--- config.mk ---
export PLATFORM = sky130hd
export DESIGN_NAME = ex_muldiv_unit
export DESIGN_NICKNAME = d
export VERILOG_FILES = /design/src/rtl/ex_muldiv_unit.sv
export SDC_FILE = /design/constraint.sdc
export NUM_CORES = 1
export LEC_CHECK = 0
export ABC_AREA = 1
export ABC_CLOCK_PERIOD_IN_PS = 4100
export CAP_MARGIN = 40
export CELL_PAD_IN_SITES_DETAIL_PLACEMENT = 1
export CELL_PAD_IN_SITES_GLOBAL_PLACEMENT = 1
export CORE_MARGIN = 5
export CORE_UTILIZATION = 30
export CTS_BUF_LIST = sky130_fd_sc_hd__clkbuf_16
export DETAILED_ROUTE_END_ITERATION = 7
export HOLD_SLACK_MARGIN = 0.03
export PLACE_DENSITY_LB_ADDON = 0.08
export SLEW_MARGIN = 30
export SYNTH_ARGS = -nofsm -noshare
export SYNTH_HDL_FRONTEND = slang
export SYNTH_SLANG_ARGS = --single-unit
--- constraint.sdc ---
create_clock -name clk -period 4.1 [get_ports clk]
set_input_delay 1.025 -clock clk [delete_from_list [all_inputs] [get_ports clk]]
set_output_delay 1.025 -clock clk [all_outputs]
set_load 0.01 [all_outputs]
--- src/rtl/ex_muldiv_unit.sv ---
`default_nettype none
// ============================================================================
//  Module      : ex_muldiv_unit
//  Description : Iterative RV32M multiply/divide unit for the EX stage.
//                Radix-2 shift-add multiply and restoring divide, one bit per
//                cycle, with an optional single-cycle path for divide-by-zero
//                and signed overflow.
//  Revision    : 1.0 - initial release
// ============================================================================
module ex_muldiv_unit #(
    parameter int WIDTH     = 32,
    parameter bit FAST_PATH = 1'b1
) (
    input  logic             clk,
    input  logic             rst,
    input  logic             start,
    input  logic             kill,
    input  logic [2:0]       funct3,
    input  logic [WIDTH-1:0] rs1,
    input  logic [WIDTH-1:0] rs2,
    output logic             busy,
    output logic             done,
    output logic [WIDTH-1:0] result
);

    localparam int CW = $clog2(WIDTH);
    localparam logic [CW-1:0] CNT_LAST = CW'(WIDTH - 1);

    typedef enum logic [1:0] {
        S_IDLE = 2'd0,
        S_CALC = 2'd1,
        S_FIX  = 2'd2,
        S_DONE = 2'd3
    } state_t;

    state_t             state_q;
    logic [CW-1:0]      cnt_q;
    logic [2:0]         op_q;
    logic               sa_q;      // dividend / multiplicand was negative
    logic               neg_q;     // product or quotient must be negated
    logic [WIDTH-1:0]   m_q;       // multiplicand (mul) or divisor (div)
    logic [2*WIDTH-1:0] prod_q;    // mul: {acc, multiplier}; div: {rem, dividend/quotient}
    logic [WIDTH-1:0]   result_q;
    logic               done_q;

    // Operand conditioning at start: sign detection, magnitudes, fast-path results
    logic               w_is_div, w_sgn_a, w_sgn_b, w_neg_a, w_neg_b, w_neg;
    logic [WIDTH-1:0]   w_abs_a, w_abs_b;
    logic               w_fp_hit;
    logic [WIDTH-1:0]   w_fp_val;
    always_comb begin
        w_is_div = funct3[2];
        w_sgn_a  = w_is_div ? ~funct3[0] : (funct3 != 3'b011);
        w_sgn_b  = w_is_div ? ~funct3[0] : ~funct3[1];
        w_neg_a  = w_sgn_a & rs1[WIDTH-1];
        w_neg_b  = w_sgn_b & rs2[WIDTH-1];
        w_abs_a  = w_neg_a ? -rs1 : rs1;
        w_abs_b  = w_neg_b ? -rs2 : rs2;
        // A zero divisor yields an all-ones quotient regardless of signs
        w_neg    = (w_neg_a ^ w_neg_b) & ~(w_is_div & (rs2 == '0));
        w_fp_hit = 1'b0;
        w_fp_val = '0;
        if (FAST_PATH && w_is_div) begin
            if (rs2 == '0) begin
                w_fp_hit = 1'b1;
                w_fp_val = funct3[1] ? rs1 : '1;
            end else if (!funct3[0] && (rs1 == {1'b1, {(WIDTH-1){1'b0}}}) && (rs2 == '1)) begin
                w_fp_hit = 1'b1;
                w_fp_val = funct3[1] ? '0 : {1'b1, {(WIDTH-1){1'b0}}};
            end
        end
    end

    // One iteration of shift-add multiply and restoring divide
    logic [WIDTH:0]     w_mul_sum;
    logic [WIDTH:0]     w_div_t;
    logic [WIDTH+1:0]   w_div_diff;
    logic               w_div_ge;
    logic [2*WIDTH-1:0] w_step_d;
    always_comb begin
        w_mul_sum  = {1'b0, prod_q[2*WIDTH-1:WIDTH]} + (prod_q[0] ? {1'b0, m_q} : '0);
        w_div_t    = prod_q[2*WIDTH-1:WIDTH-1];
        // Extra guard bit: with a zero divisor the partial remainder can reach 2^(W+1)-1
        w_div_diff = {1'b0, w_div_t} - {2'b00, m_q};
        w_div_ge   = ~w_div_diff[WIDTH+1];
        if (op_q[2]) begin
            w_step_d = {(w_div_ge ? w_div_diff[WIDTH-1:0] : w_div_t[WIDTH-1:0]),
                        prod_q[WIDTH-2:0], w_div_ge};
        end else begin
            w_step_d = {w_mul_sum, prod_q[WIDTH-1:1]};
        end
    end

    // Sign correction and result selection for the FIX cycle
    logic [2*WIDTH-1:0] w_prod_s;
    logic [WIDTH-1:0]   w_quo_s, w_rem_s, w_fix_d;
    always_comb begin
        w_prod_s = neg_q ? -prod_q : prod_q;
        w_quo_s  = neg_q ? -prod_q[WIDTH-1:0] : prod_q[WIDTH-1:0];
        w_rem_s  = sa_q ? -prod_q[2*WIDTH-1:WIDTH] : prod_q[2*WIDTH-1:WIDTH];
        case (op_q)
            3'b000:                 w_fix_d = w_prod_s[WIDTH-1:0];
            3'b001, 3'b010, 3'b011: w_fix_d = w_prod_s[2*WIDTH-1:WIDTH];
            3'b100, 3'b101:         w_fix_d = w_quo_s;
            default:                w_fix_d = w_rem_s;
        endcase
    end

    // Stall request is raised in the accepting IDLE cycle without waiting for a clock
    assign busy   = (state_q == S_CALC) || (state_q == S_FIX) ||
                    ((state_q == S_IDLE) && start && !kill && !rst);
    assign done   = done_q;
    assign result = result_q;

    // Control FSM and datapath registers
    always_ff @(posedge clk) begin
        if (rst) begin
            state_q  <= S_IDLE;
            cnt_q    <= '0;
            op_q     <= '0;
            sa_q     <= 1'b0;
            neg_q    <= 1'b0;
            m_q      <= '0;
            prod_q   <= '0;
            result_q <= '0;
            done_q   <= 1'b0;
        end else begin
            done_q <= 1'b0;
            case (state_q)
                S_IDLE: begin
                    if (start && !kill) begin
                        op_q   <= funct3;
                        sa_q   <= w_neg_a;
                        neg_q  <= w_neg;
                        m_q    <= w_is_div ? w_abs_b : w_abs_a;
                        prod_q <= {{WIDTH{1'b0}}, (w_is_div ? w_abs_a : w_abs_b)};
                        cnt_q  <= '0;
                        if (w_fp_hit) begin
                            result_q <= w_fp_val;
                            done_q   <= 1'b1;
                            state_q  <= S_DONE;
                        end else begin
                            state_q  <= S_CALC;
                        end
                    end
                end
                S_CALC: begin
                    if (kill) begin
                        state_q <= S_IDLE;
                    end else begin
                        prod_q <= w_step_d;
                        cnt_q  <= cnt_q + CW'(1);
                        if (cnt_q == CNT_LAST) begin
                            state_q <= S_FIX;
                        end
                    end
                end
                S_FIX: begin
                    if (kill) begin
                        state_q <= S_IDLE;
                    end else begin
                        result_q <= w_fix_d;
                        done_q   <= 1'b1;
                        state_q  <= S_DONE;
                    end
                end
                default: begin
                    state_q <= S_IDLE;
                end
            endcase
        end
    end

endmodule
`default_nettype wire
==> run_results.csv <==
group,metric,value,unit
outcome,status,"complete, no violations",
logic_synthesis,synth_nets,3656,
sta,maxSlewHeadroom,43.5,%
layout,num-fill-cells,8418,
power,clock_power_share,22.2,%
global_route,grt.overflow.total,0,
power,combinationalPowerShare,54.4,%
placed_design,detailed_place_hpwl,86300,um
critical_path,cp_slowest_cell,"clkdlybuf4s50_1",
cts,cts_resized,0,
logic_synthesis,syn_area,18400,um^2
critical_path,critPathArrivalTime,2.55,ns
layout,final_cell_area,21000,um^2
placed_design,place.gp.congestion,0.967,
layout,drive_gt1_share,4.68,%
logic_synthesis,yosys-top-cells-count,"nand2_1, inv_1, nor2_1",
cts,htreeDepth,4,
die,core_region_area,60600,um^2
routing,drtIter0Drc,1722,
cts,hold_buffers,0,
layout,diodes,0,
logic_synthesis,synth_flop_cell,"dfxtp_1",
global_route,antenna_found_initial,3,
logic_synthesis,yosysMostFrequentCell,"nand2_1",
routing,via_per_inst,5.37,
critical_path,ff2ff_path_depth,14,
routing,drt_wl_total,103000,um
sta,slew_violations,0,
logic_synthesis,synth.area.top_cells,"nand2_1, dfxtp_1, inv_1",
cts,post-cts-setup-buffer-count,0,
sta,final.setup.tns,0,ns
critical_path,worstSetupStartpointType,"primary input",
cts,clkSlewWorstSetupHoldPaths,0.08,ns
run,maxCapViolCount,0,
logic_synthesis,synth_edf_count,0,
power,ir_worst_vdd,327,uV
global_route,grt_pass1_vias,23400,
die,die_height,258,um
routing,wl_per_cell,23.6,um
logic_synthesis,netlist.top_cell.by_area,"nand2_1",
die,rows,90,
logic_synthesis,syn_inst,3508,
routing,drc_errors,0,
layout,fin_nets,3722,
logic_synthesis,synth-async-reset-ratio,0,%
sta,hold_viol,0,
placed_design,placed_area,20400,um^2
critical_path,crit_chain,"clkdlybuf4s50_1 > inv_1 > nand2_1 > nor2_2 > nand2_1 > nand2_1 > clkdlybuf4s50_1",
power,p_int,3480,uW
sta,max_slew.worst_pin.slew,0.847,ns
sta,fmax,279,MHz
die,die_area,66400,um^2
hold_path,min_path_type,"register to register",
routing,antenna_left,0,
sta,fin_worst_skew,0.0177,ns
sta,period_share,87.3,%
sta,period_needed,3.58,ns
power,total_power,7430,uW
critical_path,endpoint_kind,"output pin",
cts,clk_latency,0.48,ns
global_route,grt_start_max_net_pins,86,
cts,cts_buffers,17,
layout,area_growth,14.2,%
logic_synthesis,synth_top_area_share,22.6,%
power,swShare,53.2,%
critical_path,cp_common_cell,"nand2_1",
placed_design,dp_slack,0.265,ns
critical_path,criticalPathCategory,"primary input to output pin",
sta,layout_setup_ws,0.522,ns
logic_synthesis,ys_seq_area_share,15.3,%
cts,tritoncts,"built",
cts,cts.path.max_buffers,2,
logic_synthesis,ys_types,50,
placed_design,portBuffers,104,
cts,root_buffer,"clkbuf_16",
power,p_per_area,353,nW/um^2
hold_path,min_path_cells,2,
sta,setup_viol,0,
power,leakage,0.0109,uW
global_route,grt_usage,29.9,%
sta,rsz0062_at_grt,"false",
logic_synthesis,yosysWarnings,0,
critical_path,cp.required,3.07,ns
critical_path,cp_max_fo,3,
logic_synthesis,synth-seq-cells,141,
routing,drt_first_pass_iters,5,
routing,vias,23500,
logic_synthesis,avgSynthCellArea,5.25,um^2
critical_path,crit_path_max_incr_delay,0.55,ns
cts,clock-sinks,141,
power,p_sw,3950,uW
die,ioPinCount,105,
global_route,grt_pass1_wl,151000,um
power,seq_power_share,23.4,%
die,start_util,30.4,%
die,die_w,258,um
[cell usage in the layout (no fill, tap or decap), types with 6 or more instances in the layout]
master              n
xor2_1             56
nor3_1             26
ha_1               75
a31oi_1            13
nand4_1            49
o221ai_1            9
clkdlybuf4s50_1   102
xnor2_1             7
o211ai_1           47
and2_1              6
a21oi_1           242
buf_4              62
o21ai_0           180
nand2_1          1109
clkbuf_16          17
nand3b_1           14
inv_2              12
dfxtp_1           139
o21ai_1            25
inv_1             536
nor2_2             18
nand2_2             6
nand3_1           352
nor2_1            392
o21bai_1           11
[worst max-delay path, delay by kind of cell]
family | cells | cell delay [ns]
buffers and inverters | 3 | 1.07
AND/OR/NAND/NOR | 4 | 0.46
[flip-flops by register name (all words and copies together) (netlist names)]
register and flops:
prod_q 64, sa_q 1, cnt_q 5, done 1
result 32, state_q 2, op_q 3, m_q 32
neg_q 1
[final timing paths]
| check | startpoint | endpoint | slack, ns |
|---|---|---|---|
| min | cnt_q[4] | cnt_q[4] | 0.48 |
| max | kill | busy | 0.52 |
| max reg2reg | prod_q[28] | result[30] | 0.73 |
| min reg2reg | cnt_q[4] | cnt_q[4] | 0.48 |
[metal layers]
layer	vias up	track usage (%)	share of wire, %
li1	11300	-	-
met1	11300	40.4	45
met2	702	45.7	42
met3	150	5.93	6.7
met4	2	14.5	5.6
met5	-	0	0.013
[cell families after synthesis]
kind of cell / share of synthesized area [%]
simple gates: 45.4
compound gates: 16.8
buf+inv: 14.2
xor+xnor: 3.00
flops: 15.3
fa+ha+maj: 5.32
[power groups by stage]
stage                     registers [uW]  clock network, uW  logic, uW
final                               1740               1650       4040
after global routing                1750               1740       4370
after global placement              1770                  0       3890
after floorplan                     1690                  0       2410
after detailed placement            1770                  0       3930
after CTS                           1740               1690       3950
[stage by stage]
step	hold WS, ns	utilization (%)	instances
after global routing	0.503	34.7	4369
after floorplan	0.444	-	3508
after detailed placement	0.469	33.6	4335
after CTS	0.478	34.6	4367
after global placement	0.453	33.6	4335
final	0.475	34.7	4369
[cell type report]
class | instances | area, um^2 | share of cell area, %
Clock buffer | 17 | 425 | 2.02
Multi-Input combinational cell | 2695 | 13000 | 61.8
Clock inverter | 15 | 186 | 0.887
Inverter | 550 | 2070 | 9.83
Sequential cell | 141 | 2830 | 13.4
Timing Repair Buffer | 169 | 1560 | 7.40
Tap cell | 782 | 978 | 4.65
No activity file was read; power rests on OpenSTA's default activity.
